### src/rtl/cipher_pkg.sv
// Shared definitions for the cipher request scheduler.
//   state_t    : scheduler FSM states
//   DATA_W     : width of plaintext / ciphertext / result words
//   KEY_W      : width of the key
//   TMO_W      : width of the busy/done timeout counter
//   sat_inc()  : saturating increment for the timeout counter
package cipher_pkg;

  typedef enum logic [2:0] {
    IDLE      = 3'd0,
    ISSUE     = 3'd1,
    WAIT_BUSY = 3'd2,
    WAIT_DONE = 3'd3,
    RESPOND   = 3'd4
  } state_t;

  localparam int DATA_W = 128;
  localparam int KEY_W  = 128;
  localparam int TMO_W  = 8;

  // Counter sticks at all-ones instead of wrapping back to zero.
  function automatic logic [TMO_W-1:0] sat_inc(input logic [TMO_W-1:0] v);
    return (v == {TMO_W{1'b1}}) ? v : v + 1'b1;
  endfunction

endpackage

### src/rtl/rr_arbiter2.sv
// Two-way round-robin grant selection (purely combinational).
//   i_req  : request vector, bit 0 = requester 0, bit 1 = requester 1
//   i_last : requester granted most recently (0 or 1)
//   o_gnt  : one-hot grant, all zero when nothing is requested
module rr_arbiter2 (
  input  logic [1:0] i_req,
  input  logic       i_last,
  output logic [1:0] o_gnt
);

  always_comb begin
    o_gnt = 2'b00;
    case (i_req)
      2'b01:   o_gnt = 2'b01;
      2'b10:   o_gnt = 2'b10;
      // Contention: the requester that was not served last goes first.
      2'b11:   o_gnt = i_last ? 2'b01 : 2'b10;
      default: o_gnt = 2'b00;
    endcase
  end

endmodule

### src/rtl/cipher_arbiter.sv
// Shares one encrypt/decrypt core between two clients.
// One request is accepted at a time (round-robin), its mode/data/key are
// latched onto the core inputs, a single start pulse is issued, the core's
// busy line is tracked to completion (with timeouts) and the result or an
// error is handed back to the owning client over a valid/ready channel.
//   clock, reset                 : rising-edge clock, async active-low reset
//   rX_req_valid / rX_req_ready  : request handshake per client
//   rX_enc_dec, rX_data, rX_key  : request operands (1 = encrypt)
//   rX_rsp_valid / rX_rsp_ready  : response handshake per client
//   rX_rsp_data, rX_rsp_err      : result (0 on error) and timeout flag
//   core_start                   : one-cycle start pulse to the core
//   core_enc_dec/data/key        : latched operands driven to the core
//   core_data_out, core_busy     : core result and activity indication
// BUSY_TIMEOUT and DONE_TIMEOUT must fit in the 8-bit counter (<= 255).
module cipher_arbiter
  import cipher_pkg::*;
#(
  parameter int BUSY_TIMEOUT = 8,
  parameter int DONE_TIMEOUT = 255
) (
  input  logic          clock,
  input  logic          reset,
  input  logic          r0_req_valid,
  output logic          r0_req_ready,
  input  logic          r0_enc_dec,
  input  logic [127:0]  r0_data,
  input  logic [127:0]  r0_key,
  output logic          r0_rsp_valid,
  input  logic          r0_rsp_ready,
  output logic [127:0]  r0_rsp_data,
  output logic          r0_rsp_err,
  input  logic          r1_req_valid,
  output logic          r1_req_ready,
  input  logic          r1_enc_dec,
  input  logic [127:0]  r1_data,
  input  logic [127:0]  r1_key,
  output logic          r1_rsp_valid,
  input  logic          r1_rsp_ready,
  output logic [127:0]  r1_rsp_data,
  output logic          r1_rsp_err,
  output logic          core_start,
  output logic          core_enc_dec,
  output logic [127:0]  core_data,
  output logic [127:0]  core_key,
  input  logic [127:0]  core_data_out,
  input  logic          core_busy
);

  localparam logic [TMO_W-1:0] L_BUSY_TMO = TMO_W'(BUSY_TIMEOUT);
  localparam logic [TMO_W-1:0] L_DONE_TMO = TMO_W'(DONE_TIMEOUT);

  state_t              r_state;
  state_t              w_state_nxt;
  logic                r_last;       // requester granted most recently
  logic                r_owner;      // requester owning the in-flight op
  logic [TMO_W-1:0]    r_cnt;
  logic [DATA_W-1:0]   r_result;
  logic                r_err;
  logic                r_core_enc_dec;
  logic [DATA_W-1:0]   r_core_data;
  logic [KEY_W-1:0]    r_core_key;

  logic [1:0]          w_gnt;
  logic                w_accept;
  logic                w_owner_rsp_ready;

  rr_arbiter2 u_rr (
    .i_req  ({r1_req_valid, r0_req_valid}),
    .i_last (r_last),
    .o_gnt  (w_gnt)
  );

  assign w_owner_rsp_ready = r_owner ? r1_rsp_ready : r0_rsp_ready;

  always_ff @(posedge clock or negedge reset) begin
    if (!reset) r_state <= IDLE;
    else        r_state <= w_state_nxt;
  end

  always_comb begin
    w_state_nxt  = r_state;
    w_accept     = 1'b0;
    r0_req_ready = 1'b0;
    r1_req_ready = 1'b0;
    r0_rsp_valid = 1'b0;
    r1_rsp_valid = 1'b0;
    r0_rsp_err   = 1'b0;
    r1_rsp_err   = 1'b0;
    core_start   = 1'b0;
    case (r_state)
      IDLE: begin
        r0_req_ready = w_gnt[0];
        r1_req_ready = w_gnt[1];
        // A grant is only ever given to a valid requester.
        w_accept     = |w_gnt;
        if (w_accept) w_state_nxt = ISSUE;
      end
      ISSUE: begin
        core_start  = 1'b1;
        w_state_nxt = WAIT_BUSY;
      end
      WAIT_BUSY: begin
        if (core_busy)                 w_state_nxt = WAIT_DONE;
        else if (r_cnt == L_BUSY_TMO)  w_state_nxt = RESPOND;
      end
      WAIT_DONE: begin
        if (!core_busy)                w_state_nxt = RESPOND;
        else if (r_cnt == L_DONE_TMO)  w_state_nxt = RESPOND;
      end
      RESPOND: begin
        r0_rsp_valid = !r_owner;
        r1_rsp_valid =  r_owner;
        r0_rsp_err   = !r_owner & r_err;
        r1_rsp_err   =  r_owner & r_err;
        if (w_owner_rsp_ready) w_state_nxt = IDLE;
      end
      default: w_state_nxt = IDLE;
    endcase
  end

  always_ff @(posedge clock or negedge reset) begin
    if (!reset) begin
      r_last         <= 1'b1;
      r_owner        <= 1'b0;
      r_cnt          <= '0;
      r_result       <= '0;
      r_err          <= 1'b0;
      r_core_enc_dec <= 1'b0;
      r_core_data    <= '0;
      r_core_key     <= '0;
    end else begin
      case (r_state)
        IDLE: begin
          if (w_accept) begin
            r_owner        <= w_gnt[1];
            r_last         <= w_gnt[1];
            r_core_enc_dec <= w_gnt[1] ? r1_enc_dec : r0_enc_dec;
            r_core_data    <= w_gnt[1] ? r1_data    : r0_data;
            r_core_key     <= w_gnt[1] ? r1_key     : r0_key;
          end
        end
        ISSUE: r_cnt <= '0;
        WAIT_BUSY: begin
          if (core_busy) begin
            r_cnt <= '0;
          end else if (r_cnt == L_BUSY_TMO) begin
            r_err    <= 1'b1;
            r_result <= '0;
          end else begin
            r_cnt <= sat_inc(r_cnt);
          end
        end
        WAIT_DONE: begin
          if (!core_busy) begin
            r_err    <= 1'b0;
            r_result <= core_data_out;
          end else if (r_cnt == L_DONE_TMO) begin
            r_err    <= 1'b1;
            r_result <= '0;
          end else begin
            r_cnt <= sat_inc(r_cnt);
          end
        end
        default: ;
      endcase
    end
  end

  // The result register only changes on the way into RESPOND, so sharing it
  // between both clients is safe; rsp_valid tells each client when to look.
  assign r0_rsp_data  = r_result;
  assign r1_rsp_data  = r_result;
  assign core_enc_dec = r_core_enc_dec;
  assign core_data    = r_core_data;
  assign core_key     = r_core_key;

endmodule

### config.mk
export PLATFORM = sky130hd
export DESIGN_NAME = cipher_arbiter
export DESIGN_NICKNAME = d
export VERILOG_FILES = /design/src/rtl/cipher_pkg.sv /design/src/rtl/rr_arbiter2.sv /design/src/rtl/cipher_arbiter.sv
export SDC_FILE = /design/constraint.sdc
export NUM_CORES = 1
export LEC_CHECK = 0
export CORE_AREA = 3 3 449 451
export DETAILED_ROUTE_END_ITERATION = 7
export DIE_AREA = 0 0 452 454
export GPL_TIMING_DRIVEN = 0
export SKIP_CTS_REPAIR_TIMING = 1
export SLEW_MARGIN = 10
export SYNTH_ARGS = -nofsm -noshare
export SYNTH_HDL_FRONTEND = slang
export SYNTH_HIERARCHICAL = 1
export SYNTH_SLANG_ARGS = --single-unit
### constraint.sdc
create_clock -name clock -period 3.5 [get_ports clock]
set_input_delay 0.525 -clock clock [delete_from_list [all_inputs] [get_ports clock]]
set_output_delay 0.525 -clock clock [all_outputs]
set_load 0.02 [all_outputs]
Word-level counts from Yosys, hierarchy flattened
Cells that the tools add are included.

storage, ports and cells
  register bits = 399
  bits in latches = 0
  memory bits (writable) = 0
  bits in read-only memories = 0
  bits of input ports = 649
  output and inout bits = 520
  logic and storage cells = 74
  memories kept = 0

operators by class
  $add $sub $neg = 1
  multiply operators = 0
  div/mod/pow operators = 0
  magnitude comparators = 0
  equality and inequality tests = 17
  shift operators = 0
  muxes and demuxes = 36
  bitwise gates (word level) = 2
  reduce and logical (&&, ||, !) cells = 9

operators by type and width
  kind                                            count
  2-to-1 mux 128 bit                              6
  one-hot mux 128 bit (2 select lines)            1
  2-to-1 mux 8 bit                                4
  one-hot mux 8 bit (3 select lines)              1
  2-to-1 mux 3 bit                                6
  one-hot mux 3 bit (5 select lines)              1
  2-to-1 mux 1 bit                                14
  != test 2 bit (second input constant)           5
  != test 3 bit (second input constant)           3
  adder 8 x 1 -> 8 bit (second input constant)    1
  == test 8 x 4 -> 1 bit (second input constant)  1
  == test 8 bit (second input constant)           1
  AND reduction 4 bit                             2
  == test 3 x 2 -> 1 bit (second input constant)  2
  one-hot mux 2 bit (3 select lines)              1
  == test 2 bit (second input constant)           2
  == test 3 x 1 -> 1 bit (second input constant)  1
  == test 3 bit (second input constant)           1
  logical NOT 3 bit                               1
  AND reduction 3 bit                             1
  nonzero test 3 bit                              1
  AND 1 bit                                       2
  == test 2 x 1 -> 1 bit (second input constant)  1
  2-to-1 mux 2 bit                                1
  other kinds (5)                                 5

Logic depth before layout (Yosys ltp)
  depth after elaboration = 5
  depth in mapped cells = 8
  mapped depth without buffers = 6

Cells and area by module
Netlist, hierarchy kept.

modules (own cells, without submodules)
  module          instances  cells each  area an instance (sq um)  sequential area each (sq um)
  cipher_arbiter  1          1,628       18,029.8                  9,985.8
  rr_arbiter2     1          3           18.8                      0.0

Least setup slack after synthesis
Ideal clock, no wire load.

  path type = input-to-output
  start = in r1_req_valid
  end = out r1_req_ready
  arrival = 1.625 ns
  data required time = 2.975 ns
  path slack = 1.350 ns
  stages on the path = 6
  path buffers = 3
  cells stage by stage = a21boi_0 -> buf_2 -> buf_2 -> buf_2 -> nand2_1 -> inv_1

between the ends
  cells in the longest elaborated chain, start to end = 3
  elaborated cells on any way between the ends = 5
  classes of those cells = eq/ne: 3; mux: 2

ends and longest elaborated chain
  element                                                  RTL line              source
  start: declaration                                       cipher_arbiter.sv:32  input logic r1_req_valid,
  == test 2 bit or == test 2 x 1 -> 1 bit (tied branches)  rr_arbiter2.sv:13     case (i_req)
  one-hot mux 2 bit (3 select lines) (*)                   rr_arbiter2.sv:13
  2-to-1 mux 1 bit (*)                                     cipher_arbiter.sv:90  case (r_state)
  end: declaration                                         cipher_arbiter.sv:33  output logic r1_req_ready,

Every way passes the cells marked *; elsewhere a longest branch is shown, timed or not.

Final worst setup path
  start = reg r_last
  end = reg r_core_data[68] (netlist: core_data[68])

between the ends
  cells in the longest elaborated chain, start to end = 5
  elaborated cells on any way between the ends = 6
  classes of those cells = mux: 4; reduce/logical: 2

ends and longest elaborated chain
  element                                 RTL line               source
  start: declaration                      cipher_arbiter.sv:54   logic r_last;
  start signal: assignment                cipher_arbiter.sv:136  r_last <= w_gnt[1];
  2-to-1 mux 2 bit (*)                    rr_arbiter2.sv:17      2'b11: o_gnt = i_last ? 2'b01 : 2'b10;
  one-hot mux 2 bit (3 select lines) (*)  rr_arbiter2.sv:13
  net w_gnt[1]                            cipher_arbiter.sv:63   logic [1:0] w_gnt;
  OR reduction 2 bit                      cipher_arbiter.sv:95   w_accept = |w_gnt;
  2-to-1 mux 1 bit                        cipher_arbiter.sv:90
  AND reduction 2 bit (no source line)    --
  end signal: assignment                  cipher_arbiter.sv:138  r_core_data <= w_gnt[1] ? r1_data : r0_data;
  end: declaration                        cipher_arbiter.sv:60   logic [DATA_W-1:0] r_core_data;

Mark *: on every way through the listed nets, which the timed path passes. The rest lies on a longest branch.
A chain may end at the register's enable or synchronous reset.

==> impl_metrics.toml <==
[clock_network]
cts.sinks = 399
clockRootBuffer = "clkbuf_16"
clk_pin_slew_ps = 60
cts_max_level = 2
clk_latency_ps = 690
cts_buffers = 55
cts_tree = "built"
cts_max_path_buffers = 3

[setup_path]
start_kind = "register"
cp_num_buf_inv = 3
critPathKind = "reg -> reg"
r2r-end = "core_data[68]"
crit_fanout = 10
cp_common_cell = "buf_2"
reg2reg_setup_slack_ps = -10
required_ps = 4020
end_kind = "register"
worstRegToRegCells = 6
slowest_stage = "clkbuf_1"
r2r-start = "r_last"
cp.arrival_ps = 4030
path_cells = "a21boi_0, buf_2, buf_2, clkbuf_1, mux2i_1, a21oi_1"
cp_slowest_stage_delay_ps = 920
critPathTopFamily = "buffers and inverters"

[global_routing]
grt_overflow = 0
antenna_found_initial = 210
grt_max_degree = 96
grt_pass1_vias = 18938
gr-usage-met2_pct = 30.0
grt.total_usage_pct = 16.9
grt_pass1_wl_um = 221000
grt_use_met3_pct = 7.02
busiest_layer = "met2"
grt_use_met1_pct = 17.7

[sta]
min_period_ps = 3510
setup_ws_ps = -10.0
max_slew_margin_pct = 17.0
worst_pin_slew_ps = 1240
rsz0062_at_grt = "false"
slew_viol_final = 0
final_hold_viol_count = 0
hold_ws_ps = 431
fin_crit_sh_pct = 100
fmax_mhz = 285
tns_ps = -10.0
skew_ps = 33.5
setup_viol = 1

[routing]
drtIter0Drc = 1684
wl_per_cell_um = 32.3
ant_nets = 0
via_per_inst = 3.46
vias = 19348
wl_um = 181000
firstDrtPassIters = 5
route.detailed.drc = 0

[floorplanning]
die_area_um2 = 205000
die_h_um = 454
start_util_pct = 9.13
num_rows = 163
boundaryPins = 1169
die_w_um = 452
core_area_um2 = 198000

[final_layout]
nets = 3511
final_cell_mix = "clkdlybuf4s50_1 (1166), dfrtp_1 (398), nor2_1 (262)"
fill_cells = 21845
design_area_um2 = 35200
seqCellArea_um2 = 9990
multi_input_area_um2 = 6470
final_util_pct = 17.8
syn_to_final_growth_pct = 95.0
final_common_cell = "clkdlybuf4s50_1"
drive_gt1_share_pct = 10.2
final_cells = 5600

[power_and_ir_drop]
peakVddDrop_uv = 490
power.total_mw = 33.5
p_leak_nw = 14.0
power.density_nw_per_um2 = 952

[logic_synthesis]
synth_seq_area_share_pct = 55.3
yosysWarningCount = 6
syn_area_um2 = 18000
yosys.cell_types.count = 40
netlist_instances = 1631
ys_ff_latch = 399
syn_nets = 2282
avgSynthCellArea_um2 = 11.1

[run]
cap_viol_max_count = 0

[placement]
dp.cells = 5443
dpl.hpwl_um = 159000
place_ws_ps = -532
port_buffers = 1168
place_area_um2 = 33200
place_congestion = 0.962

[outcome]
violations = "setup timing"
status = "complete, but fails checks"

[min_path]
holdCritPathClass = "in -> async"
flip-flops by register name (all words and copies together), names as in the netlist:
register and cells:
core_enc_dec 1, core_key 128, r_owner 1, r0_rsp_data 128
r_err 1, r_cnt 8, r_last 1, core_data 128
r_state 3
per-layer routing:
metal / wire length [um] / part of all wire (%)
met4: 7060 / 3.9
met2: 92300 / 51
met1: 61100 / 34
met3: 19700 / 11
met5: 925 / 0.51
power breakdown:
| part | total [mW] | switching [mW] | internal (mW) |
|---|---|---|---|
| registers | 8.58 | 1.74 | 6.84 |
| logic | 18.9 | 10.7 | 8.16 |
| clock network | 6.07 | 2.56 | 3.51 |
kinds of logic (layout without fill, tap and decap cells):
group                    count (synthesis)  count (layout)  synth area share (%)
AO/OA/AOI/OAI                          425             425                  14.9
flip-flops                             399             399                  55.3
AND/OR/NAND/NOR                        293             293                  6.42
multiplexers                           259             259                  14.4
buffers and inverters                  253            1528                  8.80
adder cells (fa/ha/maj)                  2               2                 0.139
other                                    0              54                     0
cells in the mapped netlist:
cell	number	area share (%)
a22o_1	129	6.3
nor2_1	262	5.4
o211ai_2	1	0.069
o41ai_1	1	0.049
or3_1	1	0.035
and3_1	6	0.21
a2bb2oi_1	6	0.29
a21o_1	2	0.083
o311ai_0	1	0.049
nor3_1	2	0.055
a2111oi_0	1	0.049
mux2i_1	257	14
nor3b_1	1	0.042
a21oi_1	261	7.2
a211oi_1	5	0.21
or3b_1	1	0.049
a21boi_1	1	0.042
nand2_1	10	0.21
nand2b_1	1	0.035
ha_1	2	0.14
dfrtp_1	398	55
o31ai_1	2	0.083
o21a_1	1	0.042
inv_1	8	0.17
and2b_1	1	0.042
buf_6	11	0.69
buf_2	58	1.6
a32oi_1	1	0.049
dfstp_2	1	0.15
mux2_2	2	0.12
a31oi_1	1	0.035
and4_1	1	0.049
clkbuf_1	47	0.98
buf_4	129	5.4
or4b_4	1	0.076
nand3_1	5	0.14
a221o_1	1	0.055
a21boi_0	2	0.083
nand4_1	1	0.035
o21ai_0	9	0.25
how the worst max path moves through the flow:
stage | start | slack, ps | end | cells after the start
2_1_floorplan | r1_req_valid | 1350 | r1_req_ready | 6
3_3_place_gp | reset | -18130 | r0_rsp_data[56] | 1
3_5_place_dp | r1_req_valid | -530 | core_data[68] | 7
4_1_cts | r_last | -600 | r1_req_ready | 7
5_1_grt | r_state[2] | 7 | r0_rsp_err | 4
6_report | r_last | -10 | core_data[68] | 6
cell type report:
class / count / area share, %
antenna: 54 / 0.384
clock inverter: 22 / 0.903
timing repair buffer: 1173 / 33.6
inverter: 8 / 0.0853
multi-input combinational: 979 / 18.4
tap: 2640 / 9.39
clock buffer: 81 / 4.47
buffer: 244 / 4.43
sequential: 399 / 28.4
worst register-to-register path: cells and delay by family, from the launching register on:
kind                   cells  cell delay [ps]
AO/OA/AOI/OAI              2              330
flip-flops                 1              370
buffers and inverters      3             1730
multiplexers               1              930
Note: power is estimated with default switching activity, not from simulation.
